--- src/rtl/ahb_slave_ctrl.sv ---
// AHB-Lite slave front end. Accepts pipelined address phases, checks size/address
// alignment, drives a simple back-end request (sel/addr/write/wdata/strb/prot) and
// maps back-end ready/error and a data-phase timeout onto the AHB two-cycle ERROR response.
module ahb_slave_ctrl #(
   parameter int AHB_ADDR_WIDTH = 32,
   parameter int AHB_DATA_WIDTH = 32,
   parameter int TIMEOUT        = 16
) (
   input  logic                        clk,
   input  logic                        rst,
   // AHB slave side
   input  logic                        hsel,
   input  logic [AHB_ADDR_WIDTH-1:0]   haddr,
   input  logic [1:0]                  htrans,
   input  logic                        hwrite,
   input  logic [2:0]                  hsize,
   input  logic [3:0]                  hprot,
   input  logic [AHB_DATA_WIDTH-1:0]   hwdata,
   input  logic                        hready,
   output logic                        hreadyout,
   output logic                        hresp,
   output logic [AHB_DATA_WIDTH-1:0]   hrdata,
   // back-end request
   output logic                        sel,
   output logic [AHB_ADDR_WIDTH-1:0]   addr,
   output logic                        write,
   output logic [AHB_DATA_WIDTH-1:0]   wdata,
   output logic [AHB_DATA_WIDTH/8-1:0] strb,
   output logic [3:0]                  prot,
   // back-end response
   input  logic                        ready,
   input  logic [AHB_DATA_WIDTH-1:0]   rdata,
   input  logic                        slave_error,
   input  logic                        other_error
);

   localparam int STRB_W = AHB_DATA_WIDTH / 8;
   localparam int LANE_W = $clog2(STRB_W);
   localparam int WAIT_W = (TIMEOUT > 0) ? $clog2(TIMEOUT + 1) : 1;

   typedef enum logic [1:0] {
      S_IDLE   = 2'd0,
      S_ACCESS = 2'd1,
      S_ERR1   = 2'd2,
      S_ERR2   = 2'd3
   } state_t;

   state_t                    state_q, state_d;
   logic [AHB_ADDR_WIDTH-1:0] addr_q, addr_d;
   logic                      write_q, write_d;
   logic [3:0]                prot_q, prot_d;
   logic [2:0]                size_q, size_d;
   logic [WAIT_W-1:0]         wait_q, wait_d;

   logic              phase_valid;
   logic              misaligned;
   logic              backend_err;
   logic              take_phase;
   logic [2:0]        align_mask;
   logic [WAIT_W-1:0] wait_inc;
   logic              timeout_hit;
   logic [STRB_W-1:0] size_bytes;

   // NONSEQ and SEQ are the only transfer types that reach the back end.
   assign phase_valid = hsel && hready && (htrans inside {2'b10, 2'b11});
   assign backend_err = slave_error || other_error;
   assign wait_inc    = wait_q + 1'b1;
   assign timeout_hit = (TIMEOUT != 0) && (wait_inc == WAIT_W'(TIMEOUT));

   // Alignment check: size must fit the bus and the address must be a multiple of the size.
   always_comb begin
      case (hsize)
         3'd0:    align_mask = 3'b000;
         3'd1:    align_mask = 3'b001;
         3'd2:    align_mask = 3'b011;
         default: align_mask = 3'b111;
      endcase
      misaligned = (hsize > 3'(LANE_W)) || ((haddr[2:0] & align_mask) != 3'b000);
   end

   // Next state and captured address-phase fields.
   always_comb begin
      // NOTE: every signal written here gets a default first, so no path leaves one unassigned and infers a latch.
      state_d    = state_q;
      addr_d     = addr_q;
      write_d    = write_q;
      prot_d     = prot_q;
      size_d     = size_q;
      wait_d     = wait_q;
      take_phase = 1'b0;
      case (state_q)
         S_IDLE:   take_phase = 1'b1;
         S_ACCESS: begin
            if (ready && backend_err) begin
               state_d = S_ERR1;
            end else if (ready) begin
               take_phase = 1'b1;
            end else begin
               wait_d = wait_inc;
               if (timeout_hit) state_d = S_ERR1;
            end
         end
         S_ERR1:   state_d = S_ERR2;
         S_ERR2:   take_phase = 1'b1;
         default:  state_d = S_IDLE;
      endcase
      // Shared address-phase acceptance: IDLE, a completing ACCESS and ERR2 all sample the bus.
      if (take_phase) begin
         if (phase_valid) begin
            addr_d  = haddr;
            write_d = hwrite;
            prot_d  = hprot;
            size_d  = hsize;
            wait_d  = '0;
            state_d = misaligned ? S_ERR1 : S_ACCESS;
         end else begin
            state_d = S_IDLE;
         end
      end
   end

   // State and request registers with synchronous reset.
   always_ff @(posedge clk) begin
      // NOTE: sequential state uses non-blocking assignments so every register samples pre-edge values.
      if (rst) begin
         state_q <= S_IDLE;
         addr_q  <= '0;
         write_q <= 1'b0;
         prot_q  <= '0;
         size_q  <= '0;
         wait_q  <= '0;
      end else begin
         state_q <= state_d;
         addr_q  <= addr_d;
         write_q <= write_d;
         prot_q  <= prot_d;
         size_q  <= size_d;
         wait_q  <= wait_d;
      end
   end

   // Byte-lane mask for the captured transfer size.
   always_comb begin
      case (size_q)
         3'd0:    size_bytes = STRB_W'(8'h01);
         3'd1:    size_bytes = STRB_W'(8'h03);
         3'd2:    size_bytes = STRB_W'(8'h0F);
         default: size_bytes = STRB_W'(8'hFF);
      endcase
   end

   // AHB response and back-end data path, decoded from the current state.
   always_comb begin
      hreadyout = 1'b1;
      hresp     = 1'b0;
      hrdata    = '0;
      sel       = 1'b0;
      wdata     = '0;
      strb      = '0;
      case (state_q)
         S_ACCESS: begin
            sel       = 1'b1;
            hreadyout = ready && !backend_err;
            strb      = size_bytes << addr_q[LANE_W-1:0];
            if (write_q)            wdata  = hwdata;
            if (ready && !write_q)  hrdata = rdata;
         end
         S_ERR1: begin
            hreadyout = 1'b0;
            hresp     = 1'b1;
         end
         S_ERR2:  hresp = 1'b1;
         default: ;
      endcase
   end

   assign addr  = addr_q;
   assign write = write_q;
   assign prot  = prot_q;

endmodule

--- config.mk ---
export PLATFORM = sky130hd
export DESIGN_NAME = ahb_slave_ctrl
export DESIGN_NICKNAME = d
export VERILOG_FILES = /design/src/rtl/ahb_slave_ctrl.sv
export SDC_FILE = /design/constraint.sdc
export NUM_CORES = 1
export LEC_CHECK = 0
export BUFFER_PORTS_ARGS = -buffer_cell sky130_fd_sc_hd__buf_2
export CELL_PAD_IN_SITES_DETAIL_PLACEMENT = 1
export CELL_PAD_IN_SITES_GLOBAL_PLACEMENT = 1
export CORE_MARGIN = 2
export CORE_UTILIZATION = 21
export DETAILED_ROUTE_END_ITERATION = 10
export MAX_ROUTING_LAYER = met4
export PLACE_DENSITY_LB_ADDON = 0.1
export SLEW_MARGIN = 25
export SYNTH_ARGS = -nofsm -noshare
export SYNTH_HDL_FRONTEND = slang
export SYNTH_SLANG_ARGS = --single-unit
export TNS_END_PERCENT = 5
--- constraint.sdc ---
create_clock -name clk -period 1.4 [get_ports clk]
set_input_delay 0.28 -clock clk [delete_from_list [all_inputs] [get_ports clk]]
set_output_delay 0.28 -clock clk [all_outputs]
set_load 0.01 [all_outputs]
==> results of run 1 <==
==> worst register-to-register path: stages (launching register included) <==
cell      delay, ns
dfxtp_4        0.36
inv_2          0.04
ha_4           0.17
and4bb_4       0.22
o21ai_4        0.30
buf_4          0.25
nand2_1        0.07
a21oi_1        0.14
==> cells in the mapped netlist, drive strengths merged (2+ instances only) <==
cell type	number	area [sq um]
nand2b	3	18.77
and3	32	200.2
nand3	2	10.01
o21bai	3	22.52
nand4	2	12.51
inv	2	7.510
xor2	3	26.28
clkbuf	15	57.55
nand2	85	319.1
nor2b	3	26.27
and2	33	206.5
o21ai	6	33.78
nor2	14	55.06
a21oi	44	220.2
buf	8	65.06
ha	5	62.56
dfxtp	47	940.9
==> routing by layer <==
layer / vias to the layer above / track usage (%)
li1: 1502 / -
met1: 1384 / 18.53
met4: 0 / 3.417
met3: 8 / 3.827
met5: - / -
met2: 124 / 29.49
==> stage by stage <==
step                      utilization, %  cells  hold WS (ns)  total power [mW]  cell area, sq um
after floorplan                        -    319        0.4160             2.675              2461
after global placement             34.78    677        0.4396             3.451              3820
after detailed placement           34.78    677        0.4478             3.495              3820
after CTS                          37.43    689        0.2249             5.104              4111
after global routing               37.90    688        0.2276             5.357              4163
final                              37.90    688        0.2317             5.013              4163
==> path summary, 6_finish.rpt <==
path              depth (start not counted)   endpoint  startpoint
setup / recovery                          7  hrdata[0]  state_q[1]
hold / removal                            3   addr[29]   haddr[29]
setup reg to reg                          7    addr[1]  state_q[1]
hold reg to reg                           2   addr[29]    addr[29]
==> sequential cells by signal, summed over array words and instances, names as in the netlist <==
signal,cells
addr,32
prot,4
size_q,3
state_q,2
wait_q,5
write,1
==> logic make-up (layout without fill, tap and decap cells) <==
| group | after synthesis | count (layout) | synth area share, % |
|---|---|---|---|
| simple gates | 181 | 181 | 38.03 |
| compound gates | 56 | 56 | 12.62 |
| flops | 47 | 47 | 39.39 |
| buf+inv | 25 | 253 | 5.448 |
| fa+ha+maj | 5 | 5 | 2.619 |
| xor+xnor | 4 | 4 | 1.467 |
| mux | 1 | 1 | 0.4191 |
| other cells | 0 | 1 | 0 |
==> layout make-up <==
| type | instances | area [sq um] |
|---|---|---|
| flip-flops and latches | 47 | 949.7 |
| inverters | 2 | 7.507 |
| multi-input cells | 247 | 1469 |
| fillers | 1398 | 6820 |
| repair buffers | 243 | 1385 |
| clock inverters | 2 | 35.03 |
| well taps | 140 | 175.2 |
| diodes | 1 | 2.502 |
| clock buffers | 6 | 138.9 |
==> report_power, final <==
part | leakage (nW) | total (mW) | switching (mW) | internal [mW]
clock network | 0.0869 | 1.38 | 0.488 | 0.888
logic | 1.74 | 2.07 | 1.06 | 1.01
registers | 0.383 | 1.57 | 0.0884 | 1.48
==> repair_timing <==
item | CTS | global route
buffers inserted | 3 | 0
resized for setup | 22 | 26
pin swaps | 10 | 4
setup endpoints to repair | 117 | 118
cloned | 1 | 0
==> flow_summary.toml, run 1 <==
[setup_path]
path_class = "flop to primary output"
required_ns = 1.12
crit_family = "flip-flops"
crit_arrival_ns = 1.43
path_max_fanout = 16
regToRegSetupSlack_ns = -0.21
path_cells = "inv_2 -> ha_4 -> nand2_4 -> nor2_4 -> buf_6 -> and2_1 -> buf_2"
slowest_delay_ns = 0.35
critPathLaunchType = "flop"
crit_buf_inv = 3
end_kind = "primary output"
slowest_stage = "dfxtp_4"

[synth]
synth_edf_count = 0
netlist_area_sq_um = 2389
ys_seq_area_share_pct = 39.39
synthesis.nets = 437
synth_ff_type = "dfxtp_1"
synth_cell_type_count = 34
ys_ff_latch = 47
netlist_instances = 319
postSynthAreaPerCell_sq_um = 7.488
yosysWarningCount = 0
synthArstFlopShare_pct = 0

[cells_and_area]
final_cell_mix = "buf_2, nand2_1, dfxtp_1"
mostFrequentLayoutCell = "buf_2"
layout-drive-gt1-share_pct = 52.83
layout.nets = 664
syn_to_final_growth_pct = 74.28

[route]
vias = 3018
first_pass_iters = 4
vias_per_cell = 4.387
ant_nets = 0
drt_iter0_drc = 128
dr_wl_met2_um = 5250
drc_errors = 0
highest_layer = "met4"
wl_per_cell_um = 14.73
totalWireLength_um = 10130
met1_length_um = 4179
routed-wl-met3_um = 562

[place]
gp_congestion = 0.8862
place_worst_setup_slack_ns = -0.2352
io_buffers = 219
place_hpwl_um = 8165

[floorplan]
die-area_sq_um = 12240
core_region_area_sq_um = 10980
placementRows = 38
start_util_pct = 21.75
boundaryPins = 221
die_x_um = 110.7
die_h_um = 110.7

[cts]
htreeDepth = 2
clockBufferDepth = 2
clk_pin_slew_worst_paths_ns = 0.06
cts_tree = "done"
clock-sinks = 47
cts_made_buffers = 5
insertion_delay_ns = 0.28
cts_root_buf = "clkbuf_16"
holdBufCountCts = 0

[sta]
min_period_over_period_pct = 122.0
fmax_mhz = 585.6
finalMaxSlewViolations = 0
hold_violations = 0
finalSetupTns_ns = -27.63
setup_viol = 113
fin_crit_ns = 1.708
worst_slack_ns = -0.3076
tightest_slew_ns = 0.3088
grt_setup_unrepaired = "true"
skew_ns = 0.009581
slew_headroom_pct = 79.33

[global_routing]
grt_pass1_vias = 3081
grt_max_degree = 36
antenna_found_initial = 1
grt_pass1_wl_um = 15970
grt_overflow = 0
grt_use_total_pct = 16.37

[pwr]
ir_worst_vdd_mv = 0.5684
power.leakage_nw = 2.210
p_per_area_nw_per_um2 = 1204

[status]
violations = "setup timing"
status = "finished with violations"

[run]
drv_cap = 0

[hold_path]
hold_path_class = "input port to flop"
No activity file was read; power rests on OpenSTA's default activity.
==> run 2: changes to the inputs <==
--- a/config.mk
+++ b/config.mk
@@ -11,8 +11,11 @@
 export CORE_MARGIN = 2
 export CORE_UTILIZATION = 21
 export DETAILED_ROUTE_END_ITERATION = 10
+export GPL_ROUTABILITY_DRIVEN = 0
 export MAX_ROUTING_LAYER = met4
 export PLACE_DENSITY_LB_ADDON = 0.1
+export REMOVE_ABC_BUFFERS = 1
+export SKIP_CTS_REPAIR_TIMING = 1
 export SLEW_MARGIN = 25
 export SYNTH_ARGS = -nofsm -noshare
 export SYNTH_HDL_FRONTEND = slang
==> flow_summary.toml, run 2 (synthesis results as in run 1) <==
[floorplan]
placementRows = 38
core_region_area_sq_um = 10980
start_util_pct = 21.75
die_h_um = 110.7
die_x_um = 110.7
die-area_sq_um = 12240
boundaryPins = 221

[cts]
clockBufferDepth = 2
clock-sinks = 47
insertion_delay_ns = 0.28
htreeDepth = 2
cts_tree = "done"
cts_made_buffers = 5
cts_root_buf = "clkbuf_16"
clk_pin_slew_worst_paths_ns = 0.06

[sta]
skew_ns = 0.002654
slew_headroom_pct = 73.29
whs_ns = 0.2330
hold_violations = 0
setup_viol = 118
grt_setup_unrepaired = "true"
fmax_mhz = 536.1
finalMaxSlewViolations = 0
min_period_over_period_pct = 133.2
worst_slack_ns = -0.4654
fin_crit_ns = 1.865
tightest_slew_ns = 0.3997

[global_routing]
grt_overflow = 0
antenna_found_initial = 2
use_met2_pct = 27.48
use_met3_pct = 3.827
grt_max_degree = 35
top_usage_layer = "met2"
grt_pass1_wl_um = 15550
grt_use_total_pct = 15.96
gr-usage-met1_pct = 18.47
grt_pass1_vias = 2933

[route]
ant_nets = 0
first_pass_iters = 4
wl_per_cell_um = 15.80
vias_per_cell = 4.527
drc_errors = 0
vias = 3110
totalWireLength_um = 10850
drt_iter0_drc = 148

[pwr]
power.leakage_nw = 2.228
ir_worst_vdd_mv = 0.4713
p_per_area_nw_per_um2 = 1123

[cells_and_area]
layout.nets = 664
syn_to_final_growth_pct = 79.15
regArea_sq_um = 948.4
final_area_sq_um = 4279
multi_input_area_sq_um = 1489
mostFrequentLayoutCell = "buf_2"
final_cells = 687
final_cell_mix = "buf_2, nand2_1, dfxtp_1"
nFillCells = 1381
largest_reg_flops = 32
layout-drive-gt1-share_pct = 55.60

[setup_path]
crit_path_start = "state_q[1]"
path_max_fanout = 8
end_kind = "primary output"
regToRegSetupSlack_ns = -0.28
critPathLaunchType = "flop"
r2r-start = "state_q[1]"
crit_arrival_ns = 1.59
r2r_cells = 9
cp-endpoint = "hrdata[4]"
required_ns = 1.12
worst_r2r_endpoint = "addr[18]"
path_class = "flop to primary output"

[hold_path]
hold_path_class = "input port to flop"

[place]
dp_cells = 675
io_buffers = 219
place_hpwl_um = 8141
dpl_cell_area_sq_um = 3745

[run]
drv_cap = 0

[status]
status = "finished with violations"
violations = "setup timing"
-- run 2: stage by stage --
stage	setup slack (ns)	utilization [%]	total power, mW	TNS (ns)
after floorplan	-1.106	-	2.422	-82.64
after global placement	-0.2254	34.10	3.316	-15.41
after detailed placement	-0.2889	34.10	3.343	-19.41
after CTS	-0.4952	35.27	4.474	-42.51
after global routing	-0.5423	38.96	5.140	-45.67
final	-0.4654	38.96	4.807	-35.41
-- run 2: worst min path at each step --
stage / from / to / slack, ns / cells after the start
6_report: haddr[28] / addr[28] / 0.23 / 3
5_1_grt: haddr[4] / addr[4] / 0.24 / 3
4_1_cts: haddr[4] / addr[4] / 0.23 / 3
3_5_place_dp: addr[31] / addr[31] / 0.45 / 2
3_3_place_gp: addr[15] / addr[15] / 0.44 / 2
2_1_floorplan: rst / addr[0] / 0.35 / 1
-- run 2: report_power, final --
part | switching, mW | internal [mW] | leakage [nW]
clock | 0.458 | 0.642 | 0.0628
combinational | 1.07 | 1.07 | 1.78
sequential | 0.0943 | 1.48 | 0.382
-- run 2: metal layers --
layer,vias to the layer above,routed length [um]
met5,-,0
met4,0,407
met3,19,701
met1,1448,4206
li1,1502,-
met2,141,5537
-- run 2: area by class of cell --
cell class | count | share of cell area, %
diodes | 2 | 0.1170
well taps | 140 | 4.094
flip-flops and latches | 47 | 22.16
inverters | 2 | 0.2339
repair buffers | 243 | 35.58
clock buffers | 6 | 3.012
multi-input cells | 247 | 34.80
-- run 2: worst max-delay path, stage by stage, from the launching register on --
cell and delay [ns]:
dfxtp_4 0.36, inv_4 0.06, ha_4 0.15, nand2_4 0.05, nor2_4 0.23, buf_6 0.17, and2_1 0.14, buf_2 0.14
==> run 3: changes to the inputs <==
--- a/config.mk
+++ b/config.mk
@@ -10,6 +10,7 @@
 export CELL_PAD_IN_SITES_GLOBAL_PLACEMENT = 1
 export CORE_MARGIN = 2
 export CORE_UTILIZATION = 21
+export CTS_CLUSTER_DIAMETER = 50
 export DETAILED_ROUTE_END_ITERATION = 10
 export GPL_ROUTABILITY_DRIVEN = 0
 export MAX_ROUTING_LAYER = met4
==> constraint.sdc (replaced) <==
create_clock -name clk -period 1.4 [get_ports clk]
set_input_delay 0.14 -clock clk [delete_from_list [all_inputs] [get_ports clk]]
set_output_delay 0.14 -clock clk [all_outputs]
set_load 0.01 [all_outputs]
==> flow_summary.toml, run 3 (synthesis results as in run 1) <==
[route]
totalWireLength_um = 11210
vias_per_cell = 4.494
vias = 3123
drc_errors = 0
first_pass_iters = 4
wl_per_cell_um = 16.13
drt_iter0_drc = 81
ant_nets = 0

[sta]
tightest_slew_ns = 0.4146
hold_violations = 0
grt_setup_unrepaired = "true"
worst_slack_ns = -0.3642
skew_ns = 0.007081
slew_headroom_pct = 72.29
min_period_over_period_pct = 126.0
setup_viol = 118
finalMaxSlewViolations = 0
fin_crit_ns = 1.764
finalSetupTns_ns = -28.41
fmax_mhz = 566.8

[pwr]
power.leakage_nw = 2.264
p_per_area_nw_per_um2 = 1144
ir_worst_vdd_mv = 0.6061

[cts]
cts_tree = "done"
insertion_delay_ns = 0.28
cts_root_buf = "clkbuf_16"
htreeDepth = 2
clockBufferDepth = 2
clk_pin_slew_worst_paths_ns = 0.06
clock-sinks = 47
cts_made_buffers = 5

[global_routing]
grt_pass1_wl_um = 15850
grt_overflow = 0
use_met3_pct = 3.554
gr-usage-met1_pct = 18.30
grt_use_total_pct = 16.32
antenna_found_initial = 2
grt_max_degree = 33
top_usage_layer = "met2"
grt_pass1_vias = 3047
use_met2_pct = 29.16

[floorplan]
die_h_um = 110.7
start_util_pct = 21.75
die-area_sq_um = 12240
placementRows = 38
core_region_area_sq_um = 10980
die_x_um = 110.7
boundaryPins = 221

[place]
io_buffers = 219
dp_cells = 676
place_worst_setup_slack_ns = -0.2837
place_hpwl_um = 8422

[cells_and_area]
final_cell_mix = "buf_2, nand2_1, dfxtp_1"
nFillCells = 1378
layout-drive-gt1-share_pct = 52.98
largest_reg_flops = 32
mostFrequentLayoutCell = "buf_2"
final_cells = 695
layout.nets = 670
syn_to_final_growth_pct = 80.20

[setup_path]
end_kind = "primary output"
required_ns = 1.26
critPathLaunchType = "flop"
regToRegSetupSlack_ns = -0.28
r2r_cells = 9
path_class = "flop to primary output"
worst_r2r_endpoint = "addr[27]"
path_max_fanout = 8
r2r-start = "state_q[1]"
crit_arrival_ns = 1.62

[hold_path]
min_to = "addr[9]"
hold_path_class = "input port to flop"
timing.hold.worst_path_depth = 3
worstHoldStart = "haddr[9]"

[status]
status = "finished with violations"
violations = "setup timing"

[run]
drv_cap = 0
[run 3: changes by cell type in the layout (fill, tap and decap cells not counted), moves of 2 or more]
cell | before | now
nand2_2 | 4 | 0
and3_4 | 0 | 2
buf_6 | 25 | 29
buf_2 | 197 | 195
a21oi_2 | 15 | 1
buf_4 | 14 | 17
a21oi_1 | 29 | 43
nand2_1 | 80 | 84
and3_1 | 32 | 30
[run 3: power breakdown]
group          leakage [nW]  total, mW  internal [mW]  switching (mW)
clock network        0.0679       1.13          0.660           0.468
logic                  1.81       2.22           1.15            1.07
registers             0.382       1.58           1.48          0.0977
[run 3: layout make-up]
class | count | area [sq um] | area share, %
diodes | 2 | 5.005 | 0.1163
clock buffers | 7 | 132.6 | 3.081
clock inverters | 1 | 5.005 | 0.1163
inverters | 2 | 10.01 | 0.2326
multi-input cells | 247 | 1428 | 33.17
flip-flops and latches | 47 | 948.4 | 22.03
well taps | 140 | 175.2 | 4.070
repair buffers | 249 | 1600 | 37.18
[run 3: per-stage QoR]
step                      power (mW)  instance area, sq um  hold slack, ns  util [%]
after floorplan                2.422                  2266          0.2091         -
after global placement         3.353                  3752          0.3807     34.17
after detailed placement       3.395                  3752          0.3878     34.17
after CTS                      4.549                  3890         0.08820     35.42
after global routing           5.260                  4304         0.09251     39.19
final                          4.922                  4304         0.09492     39.19
[run 3: worst max-delay path, stage by stage (launching register included)]
cell     delay, ns
dfxtp_4       0.36
inv_4         0.06
ha_4          0.14
nand2_4       0.05
nor2_4        0.27
buf_6         0.19
and2_1        0.15
buf_2         0.14
[run 3: worst max path at each step]
| stage | startpoint | to | slack [ns] | cells past startpoint |
|---|---|---|---|---|
| after detailed placement | state_q[1] | addr[7] | -0.28 | 7 |
| final | state_q[1] | hrdata[12] | -0.36 | 7 |
| after floorplan | state_q[1] | state_q[0] | -1.11 | 7 |
| after CTS | state_q[1] | hrdata[31] | -0.41 | 7 |
| after global placement | state_q[1] | addr[26] | -0.21 | 7 |
| after global routing | state_q[1] | hrdata[12] | -0.44 | 7 |
[run 3: layer usage]
layer,part of all wire (%),vias up
met3,5.9,26
li1,-,1518
met2,52,146
met4,2.9,0
met5,0,-
met1,39,1433
